--- src/rtl/uart_pkg.sv ---
// Shared types and helpers for the UART responder that stands in for the external UART chip.
package uart_pkg;

    typedef enum logic [1:0] {TxIdle, TxStart, TxData, TxStop} tx_state_e;
    typedef enum logic [1:0] {RxIdle, RxStart, RxData, RxStop} rx_state_e;

    localparam int unsigned StatusDataReady = 0;
    localparam int unsigned StatusTbre      = 1;
    localparam int unsigned StatusTsre      = 2;
    localparam int unsigned StatusWidth     = 3;

    function automatic int unsigned baud_div(input int unsigned clk_hz, input int unsigned baud);
        return clk_hz / baud;
    endfunction

endpackage

--- src/rtl/uart_cpld_responder_if.sv ---
// Memory-unit side of the UART: strobes, shared low data byte and status flags.
interface uart_cpld_responder_if;

    logic       uart_rdn;
    logic       uart_wrn;
    logic [7:0] bus_data_in;
    logic [7:0] bus_data_out;
    logic       bus_data_oe;
    logic       uart_dataready;
    logic       uart_tbre;
    logic       uart_tsre;

    modport master (
        output uart_rdn, uart_wrn, bus_data_in,
        input  bus_data_out, bus_data_oe, uart_dataready, uart_tbre, uart_tsre
    );

    modport slave (
        input  uart_rdn, uart_wrn, bus_data_in,
        output bus_data_out, bus_data_oe, uart_dataready, uart_tbre, uart_tsre
    );

endinterface

--- src/rtl/uart_rx_deserializer.sv ---
// 8N1 receiver: synchronises rxd, finds the start bit, samples bit centres and owns the rx holding
// register with its dataready/overrun flags.
module uart_rx_deserializer
    import uart_pkg::*;
#(
    parameter int unsigned BAUD_DIV    = 10,
    parameter int unsigned SYNC_STAGES = 2
) (
    input  logic       clk,
    input  logic       rst_n,
    input  logic       rxd,
    input  logic       read_clr,
    output logic [7:0] rx_hold,
    output logic       dataready,
    output logic       rx_overrun,
    output logic       rx_frame_err
);

    localparam int unsigned     CntW    = $clog2(BAUD_DIV);
    localparam logic [CntW-1:0] LastCnt = CntW'(BAUD_DIV - 1);
    localparam logic [CntW-1:0] HalfCnt = CntW'(BAUD_DIV / 2 - 1);

    logic [SYNC_STAGES-1:0] sync_q;
    logic                   rxd_s, rxd_prev_q;
    rx_state_e              state_q, state_d;
    logic [CntW-1:0]        cnt_q, cnt_d;
    logic [2:0]             bit_q, bit_d;
    logic [7:0]             shift_q, shift_d, hold_q, hold_d;
    logic                   dr_q, dr_d, ov_q, ov_d, ferr_q, ferr_d;
    logic                   stop_ok, stop_bad;

    assign rxd_s = sync_q[SYNC_STAGES-1];

    always_ff @(posedge clk or negedge rst_n) begin
        if (!rst_n) begin
            sync_q     <= '1;
            rxd_prev_q <= 1'b1;
            state_q    <= RxIdle;
            cnt_q      <= '0;
            bit_q      <= '0;
            shift_q    <= '0;
            hold_q     <= '0;
            dr_q       <= 1'b0;
            ov_q       <= 1'b0;
            ferr_q     <= 1'b0;
        end else begin
            sync_q     <= {sync_q[SYNC_STAGES-2:0], rxd};
            rxd_prev_q <= rxd_s;
            state_q    <= state_d;
            cnt_q      <= cnt_d;
            bit_q      <= bit_d;
            shift_q    <= shift_d;
            hold_q     <= hold_d;
            dr_q       <= dr_d;
            ov_q       <= ov_d;
            ferr_q     <= ferr_d;
        end
    end

    always_comb begin
        state_d  = state_q;
        cnt_d    = cnt_q + 1'b1;
        bit_d    = bit_q;
        shift_d  = shift_q;
        stop_ok  = 1'b0;
        stop_bad = 1'b0;
        unique case (state_q)
            RxIdle: begin
                cnt_d = '0;
                if (rxd_prev_q && !rxd_s) state_d = RxStart;
            end
            RxStart: if (cnt_q == HalfCnt) begin
                // Line back high at mid start bit means it was only a glitch.
                cnt_d   = '0;
                bit_d   = '0;
                state_d = rxd_s ? RxIdle : RxData;
            end
            RxData: if (cnt_q == LastCnt) begin
                cnt_d   = '0;
                shift_d = {rxd_s, shift_q[7:1]};
                bit_d   = bit_q + 1'b1;
                if (bit_q == 3'd7) state_d = RxStop;
            end
            RxStop: if (cnt_q == LastCnt) begin
                cnt_d    = '0;
                state_d  = RxIdle;
                stop_ok  = rxd_s;
                stop_bad = !rxd_s;
            end
            default: state_d = RxIdle;
        endcase
    end

    // A read ending in the same cycle as a good stop bit clears first, so the new byte is not an overrun.
    always_comb begin
        hold_d = hold_q;
        dr_d   = dr_q;
        ov_d   = ov_q;
        if (read_clr) begin
            dr_d = 1'b0;
            ov_d = 1'b0;
        end
        if (stop_ok) begin
            hold_d = shift_q;
            ov_d   = ov_d | dr_d;
            dr_d   = 1'b1;
        end
        ferr_d = stop_bad;
    end

    assign rx_hold      = hold_q;
    assign dataready    = dr_q;
    assign rx_overrun   = ov_q;
    assign rx_frame_err = ferr_q;

endmodule

--- src/rtl/uart_cpld_responder.sv ---
// UART responder on the memory unit's rdn/wrn strobes and shared low data byte; owns the strobe
// handling and the 8N1 transmitter, and instantiates the receiver.
module uart_cpld_responder
    import uart_pkg::*;
#(
    parameter int unsigned CLK_HZ      = 50_000_000,
    parameter int unsigned BAUD        = 9_600,
    parameter int unsigned SYNC_STAGES = 2
) (
    input  logic                  clk,
    input  logic                  rst_n,
    uart_cpld_responder_if.slave  bus,
    output logic                  txd,
    input  logic                  rxd,
    output logic                  rx_overrun,
    output logic                  rx_frame_err
);

    localparam int unsigned     BaudDiv = baud_div(CLK_HZ, BAUD);
    localparam int unsigned     CntW    = $clog2(BaudDiv);
    localparam logic [CntW-1:0] LastCnt = CntW'(BaudDiv - 1);

    logic [SYNC_STAGES-1:0]      rdn_sync_q, wrn_sync_q;
    logic [SYNC_STAGES-1:0][7:0] data_sync_q;
    logic                        rdn_s, wrn_s, rdn_prev_q, wrn_prev_q;
    logic                        rd_fall, rd_rise, wr_rise, wr_accept;
    logic                        oe_q, wr_ovl_q;
    logic [7:0]                  out_q, tx_hold_q, rx_hold;
    logic                        dataready;

    tx_state_e                   tx_state_q, tx_state_d;
    logic [CntW-1:0]             tx_cnt_q, tx_cnt_d;
    logic [2:0]                  tx_bit_q, tx_bit_d;
    logic [7:0]                  tx_shift_q, tx_shift_d;
    logic                        tbre_q, tbre_d, tsre_q, tsre_d, txd_q, txd_d;
    logic                        tx_load, tx_done;
    logic [StatusWidth-1:0]      status;

    assign rdn_s     = rdn_sync_q[SYNC_STAGES-1];
    assign wrn_s     = wrn_sync_q[SYNC_STAGES-1];
    assign rd_fall   = rdn_prev_q & ~rdn_s;
    assign rd_rise   = ~rdn_prev_q & rdn_s;
    assign wr_rise   = ~wrn_prev_q & wrn_s;
    assign wr_accept = wr_rise & ~wr_ovl_q & tbre_q;

    always_ff @(posedge clk or negedge rst_n) begin
        if (!rst_n) begin
            rdn_sync_q  <= '1;
            wrn_sync_q  <= '1;
            data_sync_q <= '0;
            rdn_prev_q  <= 1'b1;
            wrn_prev_q  <= 1'b1;
            oe_q        <= 1'b0;
            out_q       <= '0;
            wr_ovl_q    <= 1'b0;
            tx_hold_q   <= '0;
        end else begin
            rdn_sync_q  <= {rdn_sync_q[SYNC_STAGES-2:0], bus.uart_rdn};
            wrn_sync_q  <= {wrn_sync_q[SYNC_STAGES-2:0], bus.uart_wrn};
            data_sync_q <= {data_sync_q[SYNC_STAGES-2:0], bus.bus_data_in};
            rdn_prev_q  <= rdn_s;
            wrn_prev_q  <= wrn_s;
            if (rd_fall) begin
                oe_q  <= 1'b1;
                out_q <= rx_hold;
            end else if (rd_rise) begin
                oe_q <= 1'b0;
            end
            // Any overlap with a read poisons the write strobe until its rising edge.
            if (wr_rise) wr_ovl_q <= 1'b0;
            else if (!wrn_s && !rdn_s) wr_ovl_q <= 1'b1;
            if (wr_accept) tx_hold_q <= data_sync_q[SYNC_STAGES-1];
        end
    end

    always_ff @(posedge clk or negedge rst_n) begin
        if (!rst_n) begin
            tx_state_q <= TxIdle;
            tx_cnt_q   <= '0;
            tx_bit_q   <= '0;
            tx_shift_q <= '0;
            tbre_q     <= 1'b1;
            tsre_q     <= 1'b1;
            txd_q      <= 1'b1;
        end else begin
            tx_state_q <= tx_state_d;
            tx_cnt_q   <= tx_cnt_d;
            tx_bit_q   <= tx_bit_d;
            tx_shift_q <= tx_shift_d;
            tbre_q     <= tbre_d;
            tsre_q     <= tsre_d;
            txd_q      <= txd_d;
        end
    end

    always_comb begin
        tx_state_d = tx_state_q;
        tx_cnt_d   = tx_cnt_q + 1'b1;
        tx_bit_d   = tx_bit_q;
        tx_shift_d = tx_shift_q;
        tx_load    = 1'b0;
        tx_done    = 1'b0;
        unique case (tx_state_q)
            TxIdle: begin
                tx_cnt_d = '0;
                if (!tbre_q) begin
                    tx_state_d = TxStart;
                    tx_shift_d = tx_hold_q;
                    tx_load    = 1'b1;
                end
            end
            TxStart: if (tx_cnt_q == LastCnt) begin
                tx_cnt_d   = '0;
                tx_bit_d   = '0;
                tx_state_d = TxData;
            end
            TxData: if (tx_cnt_q == LastCnt) begin
                tx_cnt_d   = '0;
                tx_shift_d = {1'b0, tx_shift_q[7:1]};
                tx_bit_d   = tx_bit_q + 1'b1;
                if (tx_bit_q == 3'd7) tx_state_d = TxStop;
            end
            TxStop: if (tx_cnt_q == LastCnt) begin
                tx_cnt_d = '0;
                // A pending byte starts straight away with no idle gap.
                if (!tbre_q) begin
                    tx_state_d = TxStart;
                    tx_shift_d = tx_hold_q;
                    tx_load    = 1'b1;
                end else begin
                    tx_state_d = TxIdle;
                    tx_done    = 1'b1;
                end
            end
            default: tx_state_d = TxIdle;
        endcase
    end

    always_comb begin
        tbre_d = tbre_q;
        if (tx_load) tbre_d = 1'b1;
        else if (wr_accept) tbre_d = 1'b0;
        tsre_d = tsre_q;
        if (tx_load) tsre_d = 1'b0;
        else if (tx_done) tsre_d = 1'b1;
        unique case (tx_state_d)
            TxStart: txd_d = 1'b0;
            TxData:  txd_d = tx_shift_d[0];
            default: txd_d = 1'b1;
        endcase
    end

    uart_rx_deserializer #(
        .BAUD_DIV    (BaudDiv),
        .SYNC_STAGES (SYNC_STAGES)
    ) u_rx (
        .clk          (clk),
        .rst_n        (rst_n),
        .rxd          (rxd),
        .read_clr     (rd_rise),
        .rx_hold      (rx_hold),
        .dataready    (dataready),
        .rx_overrun   (rx_overrun),
        .rx_frame_err (rx_frame_err)
    );

    always_comb begin
        status                  = '0;
        status[StatusDataReady] = dataready;
        status[StatusTbre]      = tbre_q;
        status[StatusTsre]      = tsre_q;
    end

    assign bus.uart_dataready = status[StatusDataReady];
    assign bus.uart_tbre      = status[StatusTbre];
    assign bus.uart_tsre      = status[StatusTsre];
    assign bus.bus_data_oe    = oe_q;
    assign bus.bus_data_out   = out_q;
    assign txd                = txd_q;

endmodule

--- src/flat_wrapper.sv ---
// flat-port wrapper written by rule: the top's interface ports become plain ports
module uart_cpld_responder_flat import uart_pkg::*;
#(
    parameter int unsigned CLK_HZ      = 50_000_000,
    parameter int unsigned BAUD        = 9_600,
    parameter int unsigned SYNC_STAGES = 2
)
  (clk, rst_n, txd, rxd, rx_overrun, rx_frame_err, bus_uart_rdn, bus_uart_wrn, bus_bus_data_in, bus_bus_data_out, bus_bus_data_oe, bus_uart_dataready, bus_uart_tbre, bus_uart_tsre);
  uart_cpld_responder_if bus_i ();
  input  logic clk;
  input  logic rst_n;
  output logic txd;
  input  logic rxd;
  output logic rx_overrun;
  output logic rx_frame_err;
  input wire logic [$bits(bus_i.uart_rdn)-1:0] bus_uart_rdn;
  input wire logic [$bits(bus_i.uart_wrn)-1:0] bus_uart_wrn;
  input wire logic [$bits(bus_i.bus_data_in)-1:0] bus_bus_data_in;
  output wire logic [$bits(bus_i.bus_data_out)-1:0] bus_bus_data_out;
  output wire logic [$bits(bus_i.bus_data_oe)-1:0] bus_bus_data_oe;
  output wire logic [$bits(bus_i.uart_dataready)-1:0] bus_uart_dataready;
  output wire logic [$bits(bus_i.uart_tbre)-1:0] bus_uart_tbre;
  output wire logic [$bits(bus_i.uart_tsre)-1:0] bus_uart_tsre;
  assign bus_i.uart_rdn = bus_uart_rdn;
  assign bus_i.uart_wrn = bus_uart_wrn;
  assign bus_i.bus_data_in = bus_bus_data_in;
  assign bus_bus_data_out = bus_i.bus_data_out;
  assign bus_bus_data_oe = bus_i.bus_data_oe;
  assign bus_uart_dataready = bus_i.uart_dataready;
  assign bus_uart_tbre = bus_i.uart_tbre;
  assign bus_uart_tsre = bus_i.uart_tsre;
  uart_cpld_responder #(.CLK_HZ(CLK_HZ), .BAUD(BAUD), .SYNC_STAGES(SYNC_STAGES)) u_core (.clk(clk), .rst_n(rst_n), .bus(bus_i), .txd(txd), .rxd(rxd), .rx_overrun(rx_overrun), .rx_frame_err(rx_frame_err));
endmodule
--- config.mk ---
export PLATFORM = sky130hd
export DESIGN_NAME = uart_cpld_responder_flat
export DESIGN_NICKNAME = d
export VERILOG_FILES = /design/src/rtl/uart_pkg.sv /design/src/rtl/uart_cpld_responder_if.sv /design/src/rtl/uart_rx_deserializer.sv /design/src/rtl/uart_cpld_responder.sv /design/src/flat_wrapper.sv
export SDC_FILE = /design/constraint.sdc
export NUM_CORES = 1
export LEC_CHECK = 0
export ABC_AREA = 1
export CORE_MARGIN = 10
export CORE_UTILIZATION = 45
export DETAILED_ROUTE_END_ITERATION = 10
export PLACE_DENSITY_LB_ADDON = 0.08
export SLEW_MARGIN = 5
export SYNTH_ARGS = -nofsm -noshare
export SYNTH_HDL_FRONTEND = slang
export SYNTH_HIERARCHICAL = 1
export SYNTH_SLANG_ARGS = --single-unit
--- constraint.sdc ---
create_clock -name clk -period 2.9 [get_ports clk]
set_clock_uncertainty 0.1 [all_clocks]
set_input_delay 0.58 -clock clk [delete_from_list [all_inputs] [get_ports clk]]
set_output_delay 0.58 -clock clk [all_outputs]
set_load 0.01 [all_outputs]
==> results.py <==
metrics = {
    "placed_design": {
        "portBuffers": 27,
        "dp_cells": 732,
        "post-dp-hpwl_um": 6660,
        "gp_congestion": 0.847,
    },
    "power": {
        "p_total_mw": 3.39,
        "p_leak_nw": 2.74,
        "pwr_density_cell_nw_per_um2": 588,
        "ir_worst_vdd_uv": 460,
    },
    "global_route": {
        "grt_pass1_vias": 3621,
        "gr-usage-met3_pct": 4.40,
        "grt_max_degree": 110,
        "track_usage_pct": 12.3,
        "met2_usage_pct": 20.2,
        "overflow": 0,
        "grt_use_met1_pct": 14.8,
        "grt_pass1_wl_um": 16500,
        "antenna_found_initial": 0,
        "grt.busiest_layer": "met2",
    },
    "floorplan": {
        "core_sq_um": 10900,
        "die_area_sq_um": 15900,
        "ios": 28,
        "rows": 38,
        "die_h_um": 126,
        "die_x_um": 126,
        "start_util_pct": 46.2,
    },
    "setup_path": {
        "crit_required_ns": 2.22,
        "cp_max_fo": 19,
        "startpoint_type": "flip-flop",
        "cp_slowest_cell": "dfstp_2",
        "worstRegToRegCells": 5,
        "path_cells": "clkdlybuf4s50_1",
        "worstReg2RegEnd": "u_core/tx_hold_q[0]",
        "r2r-start": "u_core/bus.uart_tbre",
        "arrival_ns": 1.66,
        "path_class": "reg2out",
        "worst-path-buf-inv": 1,
        "crit_path_end_kind": "primary output",
        "critPathTopFamily": "flip-flops",
        "max_stage_delay_ns": 0.71,
        "rrSetupSlack_ns": 0.88,
    },
    "route": {
        "drc": 0,
        "drtIter0Drc": 208,
        "viasPerCell": 4.80,
        "routed_wl_um": 9260,
        "firstDrtPassIters": 4,
        "vias": 3589,
        "route.detailed.wl_per_inst_um": 12.4,
        "ant_nets": 0,
    },
    "sta": {
        "max_slew_margin_pct": 49.7,
        "worst_slew_pin_slew_ns": 0.751,
        "period_minus_slack_ns": 2.34,
        "period_share_pct": 80.8,
        "final_hold_viol_count": 0,
        "grt_setup_unrepaired": "no",
        "finalSetupTns_ns": 0,
        "slew_violations": 0,
        "fmax_mhz": 427,
        "setup_viol": 0,
    },
    "clock_network": {
        "ctsRootBufferMaster": "clkbuf_16",
        "numCtsBuffers": 9,
        "clk_latency_ns": 0.35,
        "cts_tree": "yes",
        "clockBufferDepth": 2,
        "cts_setup_buffers": 0,
        "htreeDepth": 3,
        "hold_buffers": 0,
        "clock-sinks": 109,
        "post_cts_resized": 0,
        "clk_pin_slew_ns": 0.07,
    },
    "synth": {
        "synth_seq_cells": 109,
        "ys_seq_area_share_pct": 54.3,
        "syn-mean-instance-area_sq_um": 8.84,
        "synth_edf_count": 0,
        "yosysUniqueCellTypes": 37,
        "synth_ff_type": "dfrtp_1",
        "syn-num-nets": 598,
        "ys.warnings.count": 6,
        "async_flop_share_pct": 100,
        "syn_inst": 571,
        "syn_area_sq_um": 5050,
    },
    "layout": {
        "final_nets": 630,
        "diodes": 0,
        "fin_cells": 748,
        "area_delta_synth_final_pct": 14.3,
        "drive_above_1_share_pct": 13.8,
        "fillers": 1014,
    },
    "min_path": {
        "hp-class": "in2async",
    },
    "job": {
        "cap_violations": 0,
    },
    "status": {
        "outcome": "completed",
    },
}
[cells in the mapped netlist, types with 8 or more instances]
library cell	count	share of area, %
ha_1	14	3.5
nor2_1	33	2.5
o21ai_0	25	2.5
nand4_1	8	0.99
inv_1	63	4.7
o21ai_1	18	1.8
nand2_1	180	13
xor2_1	8	1.4
nor2_2	15	1.9
dfstp_2	12	6.2
inv_2	14	1.0
nor3_1	11	1.1
dfrtp_1	97	48
nand3_1	23	2.3
[flip-flops by register name (all words and copies together) (netlist names), 2 cells and up, named ones only]
register                 count
u_core/data_sync_q          16
u_core/tx_cnt_q             13
u_core/u_rx/cnt_q           13
u_core/bus.bus_data_out      8
u_core/tx_hold_q             8
u_core/tx_shift_q            8
u_core/u_rx/rx_hold          8
u_core/u_rx/shift_q          8
u_core/tx_bit_q              3
u_core/u_rx/bit_q            3
u_core/rdn_sync_q            2
u_core/tx_state_q            2
u_core/u_rx/sync_q           2
u_core/wrn_sync_q            2
[report_power, final]
part | switching [mW] | internal, mW | leakage (nW)
Combinational | 0.272 | 0.138 | 1.19
Sequential | 0.0841 | 1.64 | 1.40
Clock | 0.573 | 0.690 | 0.152
[kinds of logic after synthesis]
group,after synthesis,synth area share [%]
DFF,109,54.3
buffers and inverters,86,6.84
and+or+nand+nor,294,27.0
AOI/OAI and AO/OA,60,6.96
adders and majority gates,14,3.47
xor gates and xnor gates,8,1.39
[per-stage QoR]
stage	util, %	hold slack [ns]	instance area, sq um	setup WS (ns)
floorplan	-	0.184	5050	1.27
global placement	50.0	0.232	5470	0.947
detailed placement	50.0	0.237	5470	0.889
CTS	52.8	0.216	5770	0.534
global route	52.8	0.228	5770	0.491
finish	52.8	0.164	5770	0.557
[cell type report]
class | instances | area (sq um) | area share [%]
Sequential cell | 109 | 2740 | 47.5
Inverter | 79 | 298 | 5.16
Timing Repair Buffer | 28 | 288 | 4.98
Tap cell | 140 | 175 | 3.03
Clock buffer | 10 | 229 | 3.97
Multi-Input combinational cell | 376 | 1960 | 34.0
Clock inverter | 6 | 78.8 | 1.37
[layout by cell type, fill, tap and decap left out, types with 2 or more instances in the layout]
cell type,count
a21oi_1,7
inv_6,2
nand2_2,6
nor3_4,2
nor2_1,33
and3_1,2
nor2_4,5
clkdlybuf4s50_1,26
nand3_1,23
dfrtp_1,97
nor3_1,11
nor2_2,15
nand2_1,180
inv_2,14
o21ai_1,18
dfstp_2,12
clkbuf_16,9
nand4_1,8
o21ai_0,25
a31oi_1,2
inv_1,63
nand3_4,3
nor3_2,2
xor2_1,8
nand2_4,3
a32o_1,2
ha_1,14
inv_8,2
[worst max path at each step]
stage,startpoint,end,slack (ns),cells past startpoint
2_1_floorplan,u_core/bus.uart_tbre,u_core/tx_hold_q[1],1.27,5
3_3_place_gp,u_core/bus.uart_tbre,bus_uart_tbre,0.95,1
3_5_place_dp,u_core/bus.uart_tbre,u_core/tx_hold_q[7],0.89,5
4_1_cts,u_core/bus.uart_tbre,bus_uart_tbre,0.53,1
5_1_grt,u_core/bus.uart_tbre,bus_uart_tbre,0.49,1
6_report,u_core/bus.uart_tbre,bus_uart_tbre,0.56,1
[routing by layer]
layer	up-vias	wire (um)
met5	-	0
met4	0	153
met3	11	371
met2	32	4400
met1	1689	4340
li1	1857	-
No activity file was read; power rests on OpenSTA's default activity.
